### src/rtl/rv32im_pipe_pkg.sv
// rtl/rv32im_pipe_pkg.sv - shared pipeline-stage types, default widths and control reset value
package rv32im_pipe_pkg;

    // Occupancy of a stage when the skid slot is built in
    typedef enum logic [1:0] {
        ST_EMPTY = 2'd0,
        ST_BUSY  = 2'd1,
        ST_FULL  = 2'd2
    } stage_state_t;

    localparam int DEF_DATA_WIDTH = 32;
    localparam int DEF_CTRL_WIDTH = 16;
    localparam int DEF_CNT_WIDTH  = 16;

    // Control bits are all-zero when a slot is empty so a bubble never writes anything
    localparam logic CTRL_RST_BIT = 1'b0;

endpackage

### src/rtl/pr_stage_slot.sv
// rtl/pr_stage_slot.sv - one ctrl+data holding register with load enable and ctrl clear
module pr_stage_slot
    import rv32im_pipe_pkg::*;
#(
    parameter int DATA_WIDTH = DEF_DATA_WIDTH,
    parameter int CTRL_WIDTH = DEF_CTRL_WIDTH
) (
    input  logic                  CLK,
    input  logic                  RESET_N,
    input  logic                  LOAD,
    input  logic                  CLEAR,
    input  logic [CTRL_WIDTH-1:0] IN_CTRL,
    input  logic [DATA_WIDTH-1:0] IN_DATA,
    output logic [CTRL_WIDTH-1:0] OUT_CTRL,
    output logic [DATA_WIDTH-1:0] OUT_DATA
);

    // Clear wins over load for ctrl; payload only changes on a real load and survives a clear
    always_ff @(posedge CLK or negedge RESET_N) begin
        if (!RESET_N) begin
            OUT_CTRL <= {CTRL_WIDTH{CTRL_RST_BIT}};
            OUT_DATA <= '0;
        end else begin
            if (CLEAR) begin
                OUT_CTRL <= {CTRL_WIDTH{CTRL_RST_BIT}};
            end else if (LOAD) begin
                OUT_CTRL <= IN_CTRL;
            end
            if (LOAD && !CLEAR) begin
                OUT_DATA <= IN_DATA;
            end
        end
    end

endmodule

### src/rtl/pr_stage_hs.sv
// rtl/pr_stage_hs.sv - handshaked pipeline stage register with flush and stall counter; skid slot when PR_SKID_BUFFER_EN is defined
module pr_stage_hs
    import rv32im_pipe_pkg::*;
#(
    parameter int DATA_WIDTH = DEF_DATA_WIDTH,
    parameter int CTRL_WIDTH = DEF_CTRL_WIDTH,
    parameter int CNT_WIDTH  = DEF_CNT_WIDTH
) (
    input  logic                  CLK,
    input  logic                  RESET_N,
    input  logic                  IN_VALID,
    output logic                  IN_READY,
    input  logic [CTRL_WIDTH-1:0] IN_CTRL,
    input  logic [DATA_WIDTH-1:0] IN_DATA,
    output logic                  OUT_VALID,
    input  logic                  OUT_READY,
    output logic [CTRL_WIDTH-1:0] OUT_CTRL,
    output logic [DATA_WIDTH-1:0] OUT_DATA,
    input  logic                  FLUSH,
    output logic [CNT_WIDTH-1:0]  STALL_COUNT
);

    localparam logic [CNT_WIDTH-1:0] CNT_MAX = '1;

    logic                  accept;
    logic                  rel;
    logic                  main_load;
    logic                  main_clear;
    logic [CTRL_WIDTH-1:0] main_ctrl_d;
    logic [DATA_WIDTH-1:0] main_data_d;

    assign accept = IN_VALID & IN_READY;
    assign rel    = OUT_VALID & OUT_READY;

`ifdef PR_SKID_BUFFER_EN
    stage_state_t          state;
    logic                  skid_load;
    logic                  skid_clear;
    logic [CTRL_WIDTH-1:0] skid_ctrl;
    logic [DATA_WIDTH-1:0] skid_data;

    // Ready comes straight from the state register, so OUT_READY never reaches IN_READY
    assign IN_READY  = RESET_N & (state != ST_FULL);
    assign OUT_VALID = (state != ST_EMPTY);

    assign main_load   = ~FLUSH & (((state == ST_EMPTY) & accept) |
                                   ((state == ST_BUSY) & accept & rel) |
                                   ((state == ST_FULL) & rel));
    assign main_clear  = FLUSH | ((state == ST_BUSY) & rel & ~accept);
    assign main_ctrl_d = (state == ST_FULL) ? skid_ctrl : IN_CTRL;
    assign main_data_d = (state == ST_FULL) ? skid_data : IN_DATA;
    assign skid_load   = ~FLUSH & (state == ST_BUSY) & accept & ~rel;
    assign skid_clear  = FLUSH | ((state == ST_FULL) & rel);

    // Occupancy FSM: flush empties both slots, otherwise track accepts against releases
    always_ff @(posedge CLK or negedge RESET_N) begin
        if (!RESET_N) begin
            state <= ST_EMPTY;
        end else if (FLUSH) begin
            state <= ST_EMPTY;
        end else begin
            case (state)
                ST_EMPTY: if (accept) state <= ST_BUSY;
                ST_BUSY: begin
                    if (accept && !rel) state <= ST_FULL;
                    else if (rel && !accept) state <= ST_EMPTY;
                end
                ST_FULL:  if (rel) state <= ST_BUSY;
                default:  state <= ST_EMPTY;
            endcase
        end
    end

    pr_stage_slot #(
        .DATA_WIDTH (DATA_WIDTH),
        .CTRL_WIDTH (CTRL_WIDTH)
    ) u_skid (
        .CLK      (CLK),
        .RESET_N  (RESET_N),
        .LOAD     (skid_load),
        .CLEAR    (skid_clear),
        .IN_CTRL  (IN_CTRL),
        .IN_DATA  (IN_DATA),
        .OUT_CTRL (skid_ctrl),
        .OUT_DATA (skid_data)
    );
`else
    logic out_valid_q;

    assign IN_READY  = RESET_N & (~out_valid_q | OUT_READY);
    assign OUT_VALID = out_valid_q;

    assign main_load   = accept & ~FLUSH;
    assign main_clear  = FLUSH | (rel & ~accept);
    assign main_ctrl_d = IN_CTRL;
    assign main_data_d = IN_DATA;

    // Single-slot valid bit: flush squashes, accept fills, a bare release drains
    always_ff @(posedge CLK or negedge RESET_N) begin
        if (!RESET_N) begin
            out_valid_q <= 1'b0;
        end else if (FLUSH) begin
            out_valid_q <= 1'b0;
        end else if (accept) begin
            out_valid_q <= 1'b1;
        end else if (rel) begin
            out_valid_q <= 1'b0;
        end
    end
`endif

    pr_stage_slot #(
        .DATA_WIDTH (DATA_WIDTH),
        .CTRL_WIDTH (CTRL_WIDTH)
    ) u_main (
        .CLK      (CLK),
        .RESET_N  (RESET_N),
        .LOAD     (main_load),
        .CLEAR    (main_clear),
        .IN_CTRL  (main_ctrl_d),
        .IN_DATA  (main_data_d),
        .OUT_CTRL (OUT_CTRL),
        .OUT_DATA (OUT_DATA)
    );

    // Saturating count of cycles the downstream held back a valid entry (flush cycles excluded)
    always_ff @(posedge CLK or negedge RESET_N) begin
        if (!RESET_N) begin
            STALL_COUNT <= '0;
        end else if (OUT_VALID && !OUT_READY && !FLUSH && (STALL_COUNT != CNT_MAX)) begin
            STALL_COUNT <= STALL_COUNT + 1'b1;
        end
    end

endmodule

### config.mk
export PLATFORM = sky130hd
export DESIGN_NAME = pr_stage_hs
export DESIGN_NICKNAME = d
export VERILOG_FILES = /design/src/rtl/rv32im_pipe_pkg.sv /design/src/rtl/pr_stage_slot.sv /design/src/rtl/pr_stage_hs.sv
export SDC_FILE = /design/constraint.sdc
export NUM_CORES = 1
export LEC_CHECK = 0
export BUFFER_PORTS_ARGS = -buffer_cell sky130_fd_sc_hd__buf_2
export CAP_MARGIN = 15
export CELL_PAD_IN_SITES_DETAIL_PLACEMENT = 0
export CELL_PAD_IN_SITES_GLOBAL_PLACEMENT = 2
export CORE_ASPECT_RATIO = 0.7
export CORE_MARGIN = 1
export CORE_UTILIZATION = 33
export DETAILED_ROUTE_END_ITERATION = 10
export PLACE_DENSITY_LB_ADDON = 0.12
export SLEW_MARGIN = 30
export SYNTH_ARGS = -nofsm -noshare
export SYNTH_HDL_FRONTEND = slang
export SYNTH_HIERARCHICAL = 1
export SYNTH_SLANG_ARGS = --single-unit
### constraint.sdc
create_clock -name CLK -period 3.82 [get_ports CLK]
set_input_delay 0.191 -clock CLK [delete_from_list [all_inputs] [get_ports CLK]]
set_output_delay 0.191 -clock CLK [all_outputs]
set_load 0.03 [all_outputs]
## After elaboration in Yosys (flattened, before gate mapping)

Index checks and enable logic that the tools add are counted.

- Flip-flop bits (word level): 65

- Add/sub/neg operators: 1
- Equality and inequality tests: 1
- Muxes and demuxes: 5
- Bitwise operators: 10
- Reduce and logical (&&, ||, !) cells: 9

Operator list:

| cell | count |
|---|---|
| 16-bit 2-to-1 mux | 2 |
| 16-bit by 1-bit adder with 16-bit output, second input constant | 1 |
| 16-bit != test, second input constant | 1 |
| 1-bit bitwise AND | 5 |
| 1-bit logical AND | 4 |
| 1-bit zero test | 3 |
| 1-bit 2-to-1 mux | 3 |
| 1-bit NOT | 3 |
| 3-bit nonzero test | 1 |
| 1-bit OR | 2 |
| 2-bit nonzero test | 1 |

## Longest topological paths before layout

- Word-level depth: 9
- Depth in mapped cells: 8
- Gate-level depth less buffers: 5

## Modules after synthesis

The synthesis kept the hierarchy.

By module, submodules not included:

| module | instances | cells each | area each (um^2) |
|---|---|---|---|
| pr_stage_slot | 1 | 121 | 2,006.9 |
| pr_stage_hs | 1 | 78 | 880.8 |

## Worst setup path after synthesis

Ideal clock, no wire load.

- Kind: reg-to-reg
- Start: register out_valid_q (netlist: OUT_VALID)
- End: register u_main.OUT_DATA[10]
- Library setup time: 0.125 ns
- Data arrival time: 1.981 ns
- Path slack: 1.714 ns
- Stages on the path, launching flop included: 9
- Buffers on the path: 3
- Cell sequence: dfrtp_1 > nand2b_1 > and2_1 > and3b_1 > buf_6 > nor2b_4 > buf_6 > buf_12 > mux2_4

- Elaborated cells between the ends (all ways): 11

RTL lines:

| item | line | text |
|---|---|---|
| start: declaration | pr_stage_hs.sv:88 | `logic out_valid_q;` |
| start signal: assignment | pr_stage_hs.sv:101 | `out_valid_q <= 1'b0;` |
| start signal: assignment | pr_stage_hs.sv:103 | `out_valid_q <= 1'b0;` |
| start signal: assignment | pr_stage_hs.sv:105 | `out_valid_q <= 1'b1;` |
| 1-bit NOT | pr_stage_hs.sv:90 | `assign IN_READY = RESET_N & (~out_valid_q \| OUT_READY);` |
| 1-bit OR | pr_stage_hs.sv:90 |  |
| 1-bit bitwise AND | pr_stage_hs.sv:90 |  |
| via IN_READY | pr_stage_hs.sv:12 | `output logic IN_READY,` |
| 1-bit bitwise AND | pr_stage_hs.sv:32 | `assign accept = IN_VALID & IN_READY;` |
| 1-bit bitwise AND | pr_stage_hs.sv:93 | `assign main_load = accept & ~FLUSH;` |
| via main_load | pr_stage_hs.sv:27 | `logic main_load;` |
| 1-bit logical AND | pr_stage_slot.sv:29 | `if (LOAD && !CLEAR) begin` |
| end signal: assignment | pr_stage_slot.sv:22 | `OUT_DATA <= '0;` |
| end signal: assignment | pr_stage_slot.sv:30 | `OUT_DATA <= IN_DATA;` |
| end: declaration | pr_stage_slot.sv:15 | `output logic [DATA_WIDTH-1:0] OUT_DATA` |

The timed path passes the listed nets, and every way through them passes these cells.
A chain may end at the register's enable or synchronous reset.

## Final worst setup path

- Start: input port RESET_N
- End: register u_main.OUT_DATA[0]

- Longest elaborated chain between the ends: 7
- Elaborated cells between the ends (all ways): 8

Ends and longest elaborated chain:

| item | line | text |
|---|---|---|
| start: declaration | pr_stage_hs.sv:10 | `input logic RESET_N,` |
| 1-bit bitwise AND | pr_stage_hs.sv:90 |  |
| 1-bit bitwise AND | pr_stage_hs.sv:32 |  |
| 1-bit NOT | pr_stage_hs.sv:94 | `assign main_clear = FLUSH \| (rel & ~accept);` |
| 1-bit bitwise AND | pr_stage_hs.sv:94 |  |
| 1-bit OR | pr_stage_hs.sv:94 |  |
| via main_clear | pr_stage_hs.sv:28 | `logic main_clear;` |
| 1-bit zero test | pr_stage_slot.sv:29 |  |
| 1-bit logical AND | pr_stage_slot.sv:29 |  |

The timed path passes the listed nets, and every way through them passes these cells.

==> results.cfg <==
[job]
drv.max_cap_violation_count = 0

[clock_network]
clock-sinks = 65
cts_tree = done
cts.clk_slew.worst_paths_ps = 50
cts_buffer_depth = 2
cts_root_buffer = clkbuf_16
hold_buffers = 1
worstSkewPairLatency_ps = 320
cts_buffers = 9
postCtsSetupBuffers = 0
ctsResizeCount = 0
h-tree-depth = 3

[placed_design]
post-dp-hpwl_mm = 4.42
place_congestion = 0.711
placed_area_sq_um = 3550
pre_cts_slack_ps = 1720
port-buffer-count = 118

[cells_and_area]
final_nets = 378
antenna_cells = 0
final_area_sq_um = 3870
layout_common_cells = buf_2, dfrtp_1, mux2_4
area_growth_syn_to_layout_pct = 34.1
drive_gt1_frac = 0.538
layout_commonest_cell = buf_2

[timing]
tightest_slew_ps = 765
skew_ps = 3.31
rsz0062_at_grt = no
setup_viol = 0
fin_ws_ps = 1540
fmax_mhz = 438
hold_viol = 0
min_period_over_period = 0.598
worst_hold_slack_ps = 93.8
maxSlewViolCount = 0
tns_ps = 0
relSlewSlack = 0.490
fin_crit_ps = 2280

[detailed_routing]
wl_per_cell_microns = 14.3
drtIter0Drc = 71
vias = 1975
routed_wl_mm = 6.42
drtAntennaViolNets = 0
via_per_inst = 4.40
dr.pass1.iters = 4
drc = 0

[grt]
grt_pass1_wl_mm = 10.2
grt_max_degree = 60
grt_pass1_vias = 1977
grt_use_total = 0.151
grt_remaining_overflow = 0
antenna_found_initial = 0

[power]
power_density_nw_per_um2 = 583
power.total_mw = 2.26
p_leak_nw = 2.06
ir_drop_mv = 0.283

[die]
start_util = 0.341
std_cell_rows = 28
die_area_sq_um = 9130
boundaryPins = 119
die_x_microns = 114
die_h_microns = 80.3
coreArea_sq_um = 8480

[yosys]
yosysWarnings = 6
syn_area_per_cell_sq_um = 14.5
syn-cell-area_sq_um = 2890
synth-edff-count = 0
async_reset_ff_frac = 1.00
syn_inst = 199
syn_nets = 253
synth.distinct_cells = 33
synthFlopType = dfrtp_1
ys_seq_elements = 65
ys_seq_area_frac = 0.563

[min_path]
hold_class = input port to register

[outcome]
outcome = complete, no violations

[critical_path]
worstPathArrival_ps = 2500
cp-end-kind = register
worstSetupPathType = input port to register
crit_fanout = 32
start_kind = input port
critPathRequiredTime_ps = 4030
state kept, by name, summed over array words and instances, names as in the netlist:
| register | cells |
|---|---|
| u_main/OUT_CTRL | 16 |
| STALL_COUNT | 16 |
| OUT_VALID | 1 |
| u_main/OUT_DATA | 32 |
metrics by stage:
| step | util | std cells |
|---|---|---|
| after floorplan | - | 199 |
| after CTS | 0.457 | 449 |
| after detailed placement | 0.419 | 432 |
| after global placement | 0.419 | 432 |
| final | 0.457 | 449 |
| after global routing | 0.457 | 449 |
routing by layer:
layer | wire [microns] | global-route usage | up-vias
li1 | - | - | 942
met1 | 3100 | 0.203 | 942
met2 | 2650 | 0.207 | 85
met3 | 587 | 0.0732 | 6
met4 | 74 | 0.0545 | 0
met5 | 0 | 0 | -
cell families after synthesis:
group,Yosys count,synth area share
muxes,50,0.228
xor gates and xnor gates,14,0.0425
DFF,65,0.563
and+or+nand+nor,60,0.124
AOI/OAI and AO/OA,1,0.00303
buffers and inverters,8,0.0342
adders and majority gates,1,0.00433
area by class of cell:
| type | count | area [sq um] |
|---|---|---|
| clock buffers | 14 | 274 |
| clock inverters | 2 | 35.0 |
| fillers | 830 | 4610 |
| multi-input cells | 126 | 1160 |
| flip-flops and latches | 65 | 1630 |
| well taps | 120 | 150 |
| repair buffers | 122 | 623 |
where the power goes:
part | switching (mW) | internal [mW]
Combinational | 0.334 | 0.225
Sequential | 0.0666 | 0.795
Clock | 0.277 | 0.557
Total | 0.678 | 1.58
Yosys cell counts, types with 2 or more instances:
library cell  count  area (sq um)
dfrtp_1          65          1630
mux2_2            3          33.8
nand4_1           2          12.5
buf_12            3          60.1
mux2i_1          16           160
nor3b_1           2          15.0
nand2_1           8          30.0
nor4_1            2          12.5
nand3_1           3          15.0
nor2_1           19          71.3
buf_6             2          22.5
nand2b_1          3          18.8
xor2_1           14           123
and3_1            2          12.5
nor3_1            7          35.0
mux2_4           31           465
worst paths after layout:
kind / start / to / slack [ps] / cells after the start
min: IN_DATA[0] / u_main/OUT_DATA[0] / 90 / 2
max: RESET_N / u_main/OUT_DATA[0] / 1540 / 7
min in group asynchronous: RESET_N / STALL_COUNT[7] / 270 / 2
min reg2reg: u_main/OUT_DATA[29] / u_main/OUT_DATA[29] / 500 / 1
max reg2reg: OUT_VALID / u_main/OUT_DATA[0] / 1820 / 6
max in group asynchronous: RESET_N / STALL_COUNT[12] / 2520 / 3
worst max-delay path: stages:
cell	delay [ps]
dlygate4sd3_1	530
buf_2	250
nand2_1	90
a31o_2	390
nor2b_4	140
buf_4	490
mux2_2	400
Power figures use the tool's default switching activity.
